$ cat config.mk
export PLATFORM = sky130hd
export DESIGN_NAME = frame_uart_reader
export DESIGN_NICKNAME = d
export VERILOG_FILES = /design/src/rtl/frame_uart_reader.sv
export SDC_FILE = /design/constraint.sdc
export NUM_CORES = 1
export LEC_CHECK = 0
export CORE_MARGIN = 2
export CORE_UTILIZATION = 43
export CTS_BUF_LIST = sky130_fd_sc_hd__clkbuf_4 sky130_fd_sc_hd__clkbuf_8
export CTS_CLUSTER_SIZE = 10
export DETAILED_ROUTE_END_ITERATION = 7
export PLACE_DENSITY = 0.76
export SLEW_MARGIN = 30
export SYNTH_ARGS = -nofsm -noshare
export SYNTH_HDL_FRONTEND = slang
export SYNTH_SLANG_ARGS = --single-unit
$ cat constraint.sdc
create_clock -name clk -period 2.4 [get_ports clk]
set_input_delay 0.48 -clock clk [delete_from_list [all_inputs] [get_ports clk]]
set_output_delay 0.48 -clock clk [all_outputs]
set_load 0.02 [all_outputs]
$ cat src/rtl/frame_uart_reader.sv
// frame_uart_reader: streams one buffered frame from RAM to a UART transmitter, one byte per handshake.
// Define FRAME_HEADER_EN to prefix every frame with the HDR0/HDR1 sync bytes.
module frame_uart_reader #(
  parameter int         DEPTH  = 5160,
  parameter int         ADDR_W = $clog2(5160),
  parameter logic [7:0] HDR0   = 8'hAA,
  parameter logic [7:0] HDR1   = 8'h55
) (
  input  logic              clk,
  input  logic              reset,
  input  logic              frame_tick,
  output logic [ADDR_W-1:0] rAddr,
  input  logic [7:0]        rData,
  output logic [7:0]        tx_data,
  output logic              tx_valid,
  input  logic              tx_ready,
  output logic              busy,
  output logic              frame_done,
  output logic              overrun
);

  typedef enum logic [2:0] {
    IDLE,
`ifdef FRAME_HEADER_EN
    HDR_A,
    HDR_B,
`endif
    READ,
    LATCH,
    SEND,
    DONE
  } state_t;

  localparam logic [ADDR_W-1:0] LAST_ADDR = ADDR_W'(DEPTH - 1);

  state_t            state_q, state_d;
  logic [ADDR_W-1:0] rAddr_q, rAddr_d;
  logic [7:0]        txData_q, txData_d;
  logic              txValid_q, txValid_d;
  logic              frameDone_q, frameDone_d;
  logic              overrun_q, overrun_d;
  logic              xfer;
  logic              lastByte;

  assign xfer     = txValid_q & tx_ready;
  assign lastByte = (rAddr_q == LAST_ADDR);

  always_ff @(posedge clk) begin
    if (!reset) begin
      state_q     <= IDLE;
      rAddr_q     <= '0;
      txData_q    <= 8'h00;
      txValid_q   <= 1'b0;
      frameDone_q <= 1'b0;
      overrun_q   <= 1'b0;
    end else begin
      state_q     <= state_d;
      rAddr_q     <= rAddr_d;
      txData_q    <= txData_d;
      txValid_q   <= txValid_d;
      frameDone_q <= frameDone_d;
      overrun_q   <= overrun_d;
    end
  end

  always_comb begin
    state_d = state_q;
    case (state_q)
      IDLE: begin
        if (frame_tick) begin
`ifdef FRAME_HEADER_EN
          state_d = HDR_A;
`else
          state_d = READ;
`endif
        end
      end
`ifdef FRAME_HEADER_EN
      HDR_A: if (xfer) state_d = HDR_B;
      HDR_B: if (xfer) state_d = READ;
`endif
      READ:    state_d = LATCH;
      LATCH:   state_d = SEND;
      SEND:    if (xfer) state_d = lastByte ? DONE : READ;
      DONE:    state_d = IDLE;
      default: state_d = IDLE;
    endcase
  end

  // READ holds the address one cycle so the RAM's registered read data is ready in LATCH
  always_comb begin
    rAddr_d     = rAddr_q;
    txData_d    = txData_q;
    txValid_d   = txValid_q;
    frameDone_d = 1'b0;
    overrun_d   = overrun_q | (frame_tick & (state_q != IDLE));
    case (state_q)
      IDLE: begin
        if (frame_tick) begin
          rAddr_d = '0;
`ifdef FRAME_HEADER_EN
          txData_d  = HDR0;
          txValid_d = 1'b1;
`endif
        end
      end
`ifdef FRAME_HEADER_EN
      HDR_A: if (xfer) txData_d = HDR1;
      HDR_B: if (xfer) txValid_d = 1'b0;
`endif
      READ: txValid_d = 1'b0;
      LATCH: begin
        txData_d  = rData;
        txValid_d = 1'b1;
      end
      SEND: begin
        if (xfer) begin
          txValid_d = 1'b0;
          if (lastByte) begin
            frameDone_d = 1'b1;
          end else begin
            rAddr_d = rAddr_q + ADDR_W'(1);
          end
        end
      end
      DONE: rAddr_d = '0;
      default: ;
    endcase
  end

  assign rAddr      = rAddr_q;
  assign tx_data    = txData_q;
  assign tx_valid   = txValid_q;
  assign busy       = (state_q != IDLE);
  assign frame_done = frameDone_q;
  assign overrun    = overrun_q;

endmodule
; ---- Word-level counts from Yosys, hierarchy flattened
; Cells that the tools add are included.
[totals]
reg_bits = 27
elab_cells = 37
[op_classes]
add_sub_neg = 1
eq_ne = 8
n_mux = 11
bitwise = 3
reduce_logical = 8
[ops]
columns = cell, count
row1 = 13-bit 2-to-1 mux, 3
row2 = 13-bit one-hot mux with 3 select lines, 1
row3 = "13-bit by 1-bit adder with 13-bit output, second input constant", 1
row4 = "13-bit == test, second input constant", 1
row5 = 3-bit one-hot mux with 4 select lines, 1
row6 = 3-bit 2-to-1 mux, 3
row7 = 3-bit nonzero test, 3
row8 = "3-bit by 2-bit == test with 1-bit output, second input constant", 2
row9 = "2-bit != test, second input constant", 3
row10 = 2-bit AND reduction, 2
row11 = 4-bit AND reduction, 1
row12 = "3-bit by 1-bit == test with 1-bit output, second input constant", 1
row13 = "3-bit == test, second input constant", 1
row14 = 3-bit zero test, 1
row15 = 1-bit one-hot mux with 3 select lines, 1
row16 = 3-bit AND reduction, 1
row17 = 1-bit AND, 2
row18 = 1-bit 2-to-1 mux, 2
row19 = 1-bit bitwise OR, 1

; ---- Longest topological paths before layout
; Gate-level depths: netlist of the first run.
[depth]
word_depth = 4
depth_mapped = 7
mapped_depth_nobuf = 6

; ---- Least setup slack after synthesis of the first run
; Ideal clock, no wire load.
[synth_path]
path_kind = flip-flop to flip-flop
start = reg rAddr_q[0] (netlist: rAddr[0])
end = reg rAddr_q[10] (netlist: rAddr[10])
setup_ps = 101
t_arrival_ps = 1763
required_ps = 2299
slack_ps = 536
stages_incl_launch_ff = 8
path_buffers = 1
synth_period_minus_slack_ps = 1864
cell_sequence = dfxtp_1 -> ha_1 -> nor4bb_1 -> nand3_2 -> o21ai_2 -> buf_4 -> o211ai_1 -> o41ai_1
[synth_via]
elab_chain_cells = 4
word_cells_on_any_way = 7
cone_classes = add/sub (1) / eq/ne (2) / mux (3) / reduce/logical (1)
[synth_lines]
columns = element, line_no
row1 = "start, declared", 37  ; logic [ADDR_W-1:0] rAddr_q, rAddr_d;
row2 = "start signal, assigned", 58  ; rAddr_q <= rAddr_d;
row3 = 13-bit by 1-bit adder with 13-bit output, 122  ; rAddr_d = rAddr_q + ADDR_W'(1);
row4 = 13-bit 2-to-1 mux, 119  ; if (lastByte) begin
row5 = 13-bit 2-to-1 mux, 117  ; if (xfer) begin
row6 = 13-bit one-hot mux with 3 select lines, 97  ; case (state_q)
; Parallel ways exist; a longest one is shown, timed or not. The select of a mux whose other input is x is not followed.
; A chain may end at the register's enable or synchronous reset.

; ---- Worst setup path after layout of the first run
[layout_path]
start = reg state_q[1]
end = out busy
[layout_via]
elab_chain_cells = 1
[layout_lines]
columns = element, line_no
row1 = "start, declared", 36  ; state_t state_q, state_d;
row2 = "start signal, assigned", 57  ; state_q <= state_d;
row3 = 3-bit nonzero test, 134  ; assign busy = (state_q != IDLE);
row4 = "end, declared", 17  ; output logic busy,
; No other way between the ends.

==> results of run 1 <==
[synthesized netlist by cell type (2+ instances only)]
library cell,n
dfxtp_1,27
nand2_1,13
nor2b_1,11
nor2_1,10
a21oi_1,9
o21ai_0,9
mux2i_1,8
o211ai_1,5
inv_1,4
o32ai_1,4
buf_4,3
clkbuf_1,3
nand3_1,3
a21boi_0,2
a31oi_1,2
and3_1,2
nor4b_1,2
o31ai_1,2
or3_1,2
[power breakdown]
part           switching [mW]  internal, mW  leakage [nW]
combinational          0.0716        0.0726         0.322
sequential             0.0151         0.464         0.219
clock                   0.139        0.0639        0.0139
[final cells by class]
| cell class | count | area share, % |
|---|---|---|
| multi-input combinational | 104 | 40.55 |
| tap | 31 | 2.290 |
| clock buffer | 3 | 1.329 |
| inverter | 4 | 0.8863 |
| clock inverter | 1 | 0.4431 |
| sequential | 27 | 31.91 |
| timing repair buffer | 39 | 22.60 |
[state kept, by name, indices dropped and copies added (netlist names)]
signal and count:
tx_valid 1, tx_data 8, overrun 1, state_q 3, frame_done 1, rAddr 13
[per-stage QoR]
stage          instances  hold WS (ns)  area (sq um)  worst slack (ns)  total power [mW]
2_1_floorplan        143        0.4859          1292            0.5356            0.5788
3_3_place_gp         205        0.4727          1664            0.3604            0.6303
3_5_place_dp         205        0.4824          1664            0.3057            0.6333
4_1_cts              209        0.5083          1694            0.2104            0.8339
5_1_grt              209        0.5300          1694            0.1045            0.8721
6_report             209        0.4993          1694            0.2221            0.8265
[worst max-delay path, delay by kind of cell, from the launching register on]
family,cells,cell delay [ns]
simple gates,2,0.26
buf+inv,1,0.60
flops,1,0.51
[routing by layer]
metal	routed length [um]	part of all wire [%]
met3	136	4.6
met5	0	0
met4	61	2.1
met2	1370	46
met1	1399	47
[worst min-delay path by stage]
stage          startpoint          to  slack, ns  cells after the start
5_1_grt         rAddr[12]   rAddr[12]       0.53                      2
6_report        rAddr[12]   rAddr[12]       0.50                      2
3_5_place_dp      overrun     overrun       0.48                      2
3_3_place_gp    rAddr[12]   rAddr[12]       0.47                      2
2_1_floorplan  state_q[2]  state_q[1]       0.49                      1
4_1_cts         rAddr[12]   rAddr[12]       0.51                      2
[cell families (layout without fill, tap and decap cells)]
group,count (synthesis),count (layout),share of synthesized area (%)
AND/OR/NAND/NOR,58,58,27.49
AO/OA/AOI/OAI,37,37,18.49
flip-flops,27,27,41.82
buffers and inverters,12,47,5.033
multiplexers,8,8,6.196
adder cells (fa/ha/maj),1,1,0.9679
==> metrics.txt, run 1 <==
outcome=complete, but fails checks; failing checks=DRC; period utilization=90.75%; critical path type=register to primary output; filler cell count=250; cells on worst reg2reg path=6; Die ar.=0.003460 sq mm; H-Tree Depth=1; worst path cell trace=nor2_1 > nand2_1 > clkdlybuf4s50_1; FP Rows=19; GRT Util Overall=18.14%; Hold Fails Final Rpt=0; clock buffer depth=2; remaining antenna violation count=0; commonest cells after routing, fill and taps aside=clkdlybuf4s50_1, dfxtp_1, nand2_1, nor2b_1, nor2_1; crit-path max cell delay=0.60 ns; Critical Path Fanout Max=10; DRC Markers=3; required time of the critical path=1.92 ns; Die X-Extent=58.83 um; Core Area=0.002805 sq mm; Seq/Total Area, Yosys=41.82%; Top Ports=37; CP startpoint=state_q[1]; Post-synth EDFFs=0; busiest grt layer=met2; syn avg cell area=9.038 sq um; Setup Buffers After CTS=0; most common library cell in the layout ignoring fill and taps=clkdlybuf4s50_1; Synth area leaders=dfxtp_1, mux2i_1, nor2b_1, nand2_1, a21oi_1; area share of the largest cell type after synthesis=41.82%; Worst setup SP type=register; TritonCTS clock tree=yes; Slew HR=64.81%; endpoints failing setup=0; DR iter-0 viols=41; largest net degree at the start of global routing=26; leakage=0.5554 nW; grt total ovfl=0; met2 usage=27.14%; reg2reg start=rAddr[0]; WL per Instance=14.20 um; pwr/cell area=487.8 mW/mm^2; Slew Limit Fails=0; Slowest-stage cell, CP=clkdlybuf4s50_1; Mapped Area=0.001292 sq mm; PostCTS Resize Cnt=0; Tmin final=2.178 ns; CTS root buf=clkbuf_4; Initial Utilization=46.07%; setup_tns=0 ns; clk sinks=27; met1 Use GR=25.92%; register bit total from synthesis=27; I/O Buffers=36; library cells used by synthesis=41; Syn Inst Count=143; DRT Pass-1 Iters=6; Synth area leader=dfxtp_1; Area Overhead vs Synth=31.07%; hpwl dp=2.108 mm; Synth Flop Type=dfxtp_1; antenna violations before repair=0; Syn Nets=156; multi-input logic area=686.9 sq um; CP arrival=1.70 ns; Crit. End Element=primary output; routed wire length=2.967 mm; die height=58.83 um; worst clock skew=0.008093 ns; # diodes=0; upper clock frequency limit=0.4592 GHz; clock-pin slew on the worst setup and hold paths=0.15 ns; M3 GR Usage=1.978%; Async SR Flop Fraction=0%; worst setup path endpoint=busy; nets@finish=192; vias in the first global route=1,109; Skew-Pair Late Insertion Delay=0.33 ns; hold_buf cts=0; Vias/cell=5.699; Hold WC Path Type=register to register; Worst VDD drop=322.8 uV; R2R Setup Slk=0.39 ns; Reg-to-Reg End=rAddr[2]; RSZ-0062 raised after global routing=false; FF+latch area=540.5 sq um; global placement routability congestion=0.8756; first-pass GRT wire length=4.878 mm; Core Util, Final=60.39%; Syn. warnings=0; CTS Buf Count=3; Via Count=1,191; Max-cap violations=0; share of cells above drive strength 1=7.303%; Worst Max-Slew Pin Slew=0.5278 ns
(Power assumes the default switching activity.)
==> run 2: changes to the inputs <==
--- a/config.mk
+++ b/config.mk
@@ -5,13 +5,14 @@
 export SDC_FILE = /design/constraint.sdc
 export NUM_CORES = 1
 export LEC_CHECK = 0
+export CELL_PAD_IN_SITES_DETAIL_PLACEMENT = 1
+export CELL_PAD_IN_SITES_GLOBAL_PLACEMENT = 1
 export CORE_MARGIN = 2
-export CORE_UTILIZATION = 43
+export CORE_UTILIZATION = 36
 export CTS_BUF_LIST = sky130_fd_sc_hd__clkbuf_4 sky130_fd_sc_hd__clkbuf_8
 export CTS_CLUSTER_SIZE = 10
 export DETAILED_ROUTE_END_ITERATION = 7
-export PLACE_DENSITY = 0.76
-export SLEW_MARGIN = 30
+export PLACE_DENSITY_LB_ADDON = 0.08
 export SYNTH_ARGS = -nofsm -noshare
 export SYNTH_HDL_FRONTEND = slang
 export SYNTH_SLANG_ARGS = --single-unit
==> metrics.txt, run 2 (same netlist as run 1, synthesis figures left out) <==
Worst Hold Depth=2 (unchanged); commonest cells after routing, fill and taps aside=clkdlybuf4s50_1, dfxtp_1, nand2_1, nor2b_1; Via Count=1,193 (+0.17%); CP arrival=1.69 ns (about the same); largest net degree at the start of global routing=26 (unchanged); Critical Path Fanout Max=10 (unchanged); sw frac=27.86% (+0.50 points); H-Tree Depth=1 (unchanged); pwr/cell area=485.5 mW/mm^2 (-0.47%); Internal=0.6008 mW (about the same); Reg-to-Reg End=rAddr[2]; clock-pin slew on the worst setup and hold paths=0.15 ns (about the same); endpoints failing setup=0 (unchanged); remaining antenna violation count=0 (unchanged); critical path type=register to primary output; hpwl dp=2.575 mm (+22%); antenna violations before repair=0 (unchanged); outcome=finished, final reports clean; Gate power share=17.7% (+0.2 points); Worst VDD drop=228.4 uV (-29%); non-filler cells, final=224 (+7.2%); share of cells above drive strength 1=7.865% (+0.56 points); Hold WC Path Type=register to register; nets@finish=192 (unchanged); clock buffer depth=2 (unchanged); met3 WL=74 um (-46%); R2R Setup Slk=0.38 ns (about the same); most common library cell in the layout ignoring fill and taps=clkdlybuf4s50_1; CTS root buf=clkbuf_4; wl on met1=1.662 mm (+19%); I/O Buffers=36 (unchanged); Slew Limit Fails=0 (unchanged); clock power share=24.7% (about the same); Initial Utilization=38.13% (-7.9 points); Pwr Total=0.8329 mW (+0.78%); global placement routability congestion=0.7605 (-13%); leakage=0.5557 nW (about the same); Tmin final=2.168 ns (-0.01031 ns); required time of the critical path=1.92 ns (about the same); dpl ws=0.2441 ns (-0.06160 ns); vias in the first global route=1,192 (+7.5%); Max-cap violations=0 (unchanged); cells on worst reg2reg path=6 (unchanged); Worst setup SP type=register; Crit. End Element=primary output; WL met2=1.769 mm (+29%); Top Ports=37 (unchanged); worst clock skew=0.009443 ns (+0.001350 ns); clk sinks=27 (unchanged); TritonCTS clock tree=yes; placed insts=220 (+7.3%); Area Overhead vs Synth=32.72%; CTS Buf Count=3 (unchanged); max reg flops=13 (unchanged); DRT Pass-1 Iters=4 (-2); setup_tns=0 ns (unchanged); WL per Instance=15.76 um (+11%); DR iter-0 viols=31 (-24%); Core Area=0.003390 sq mm (+21%); first-pass GRT wire length=5.871 mm (+20%); Vias/cell=5.326 (-6.5%); Slew HR=65.00% (+0.19 points); routed wire length=3.531 mm (+19%); Skew-Pair Late Insertion Delay=0.33 ns (about the same); period utilization=90.32% (-0.43 points); Hold Fails Final Rpt=0 (unchanged); highest routed metal layer=met4; FP Rows=21 (+2); GRT Util Overall=18.15% (about the same); Setup WS post-layout=0.2324 ns (+0.01031 ns); upper clock frequency limit=0.4613 GHz (+0.48%); # diodes=0 (unchanged); DRC Markers=0 (-3); Die X-Extent=63.92 um (+8.7%); Hold Crit Start=overrun; RSZ-0062 raised after global routing=false; NetSw=0.2321 mW (+2.6%); CP startpoint=state_q[1]; Die ar.=0.004086 sq mm (+18%); hold_buf cts=0 (unchanged); worst setup path endpoint=busy; reg2reg start=rAddr[0]; worst hold slack=0.5136 ns (+0.01428 ns); sequential share of power=57.6% (-0.4 points); grt total ovfl=0 (unchanged); die height=63.92 um (+8.7%); Worst Max-Slew Pin Slew=0.5250 ns (-0.002776 ns)
[run 2: cell count changes in the layout (fill, tap and decap cells not counted)]
cell / delta
nor2_1: -1
nor2_2: +1
[run 2: worst min path at each step]
stage | to | slack [ns]
2_1_floorplan | state_q[1] | 0.49
3_3_place_gp | overrun | 0.47
3_5_place_dp | overrun | 0.48
4_1_cts | overrun | 0.52
5_1_grt | overrun | 0.55
6_report | overrun | 0.51
[run 2: layout make-up]
| cell class | count | area [sq um] |
|---|---|---|
| repair buffers | 39 | 382.9 |
| fillers | 387 | 1674 |
| clock inverters | 1 | 7.507 |
| multi-input cells | 104 | 689.4 |
| flip-flops and latches | 27 | 540.5 |
| well taps | 46 | 57.56 |
| clock buffers | 3 | 22.52 |
| inverters | 4 | 15.01 |
[run 2: metal layers]
| metal | up-vias | GRT usage, % |
|---|---|---|
| met1 | 587 | 22.78 |
| li1 | 586 | - |
| met2 | 18 | 31.90 |
| met5 | - | 0 |
| met3 | 2 | 2.817 |
| met4 | 0 | 5.163 |
[run 2: timing repair]
action / in CTS / in global routing
resized for setup: 0 / 1
setup endpoints to repair: 0 / 1
setup buffers: 0 / 0
hold endpoints to repair: 0 / 0
[run 2: metrics by stage]
stage	util, %	cell area (sq um)
after CTS	50.54	1713
after global placement	49.65	1683
after floorplan	-	1292
after global routing	50.61	1715
after detailed placement	49.65	1683
final	50.61	1715
[run 2: power groups by stage]
stage | Combinational, mW | Sequential, mW | Clock, mW
6_report | 0.147 | 0.480 | 0.206
2_1_floorplan | 0.0830 | 0.496 | 0
3_3_place_gp | 0.144 | 0.488 | 0
3_5_place_dp | 0.148 | 0.489 | 0
4_1_cts | 0.148 | 0.479 | 0.215
5_1_grt | 0.161 | 0.484 | 0.242
[run 2: critical path: stages (launching register included)]
cell             delay (ns)
dfxtp_1                0.53
nor2_2                 0.12
nand2_1                0.10
clkdlybuf4s50_1        0.61
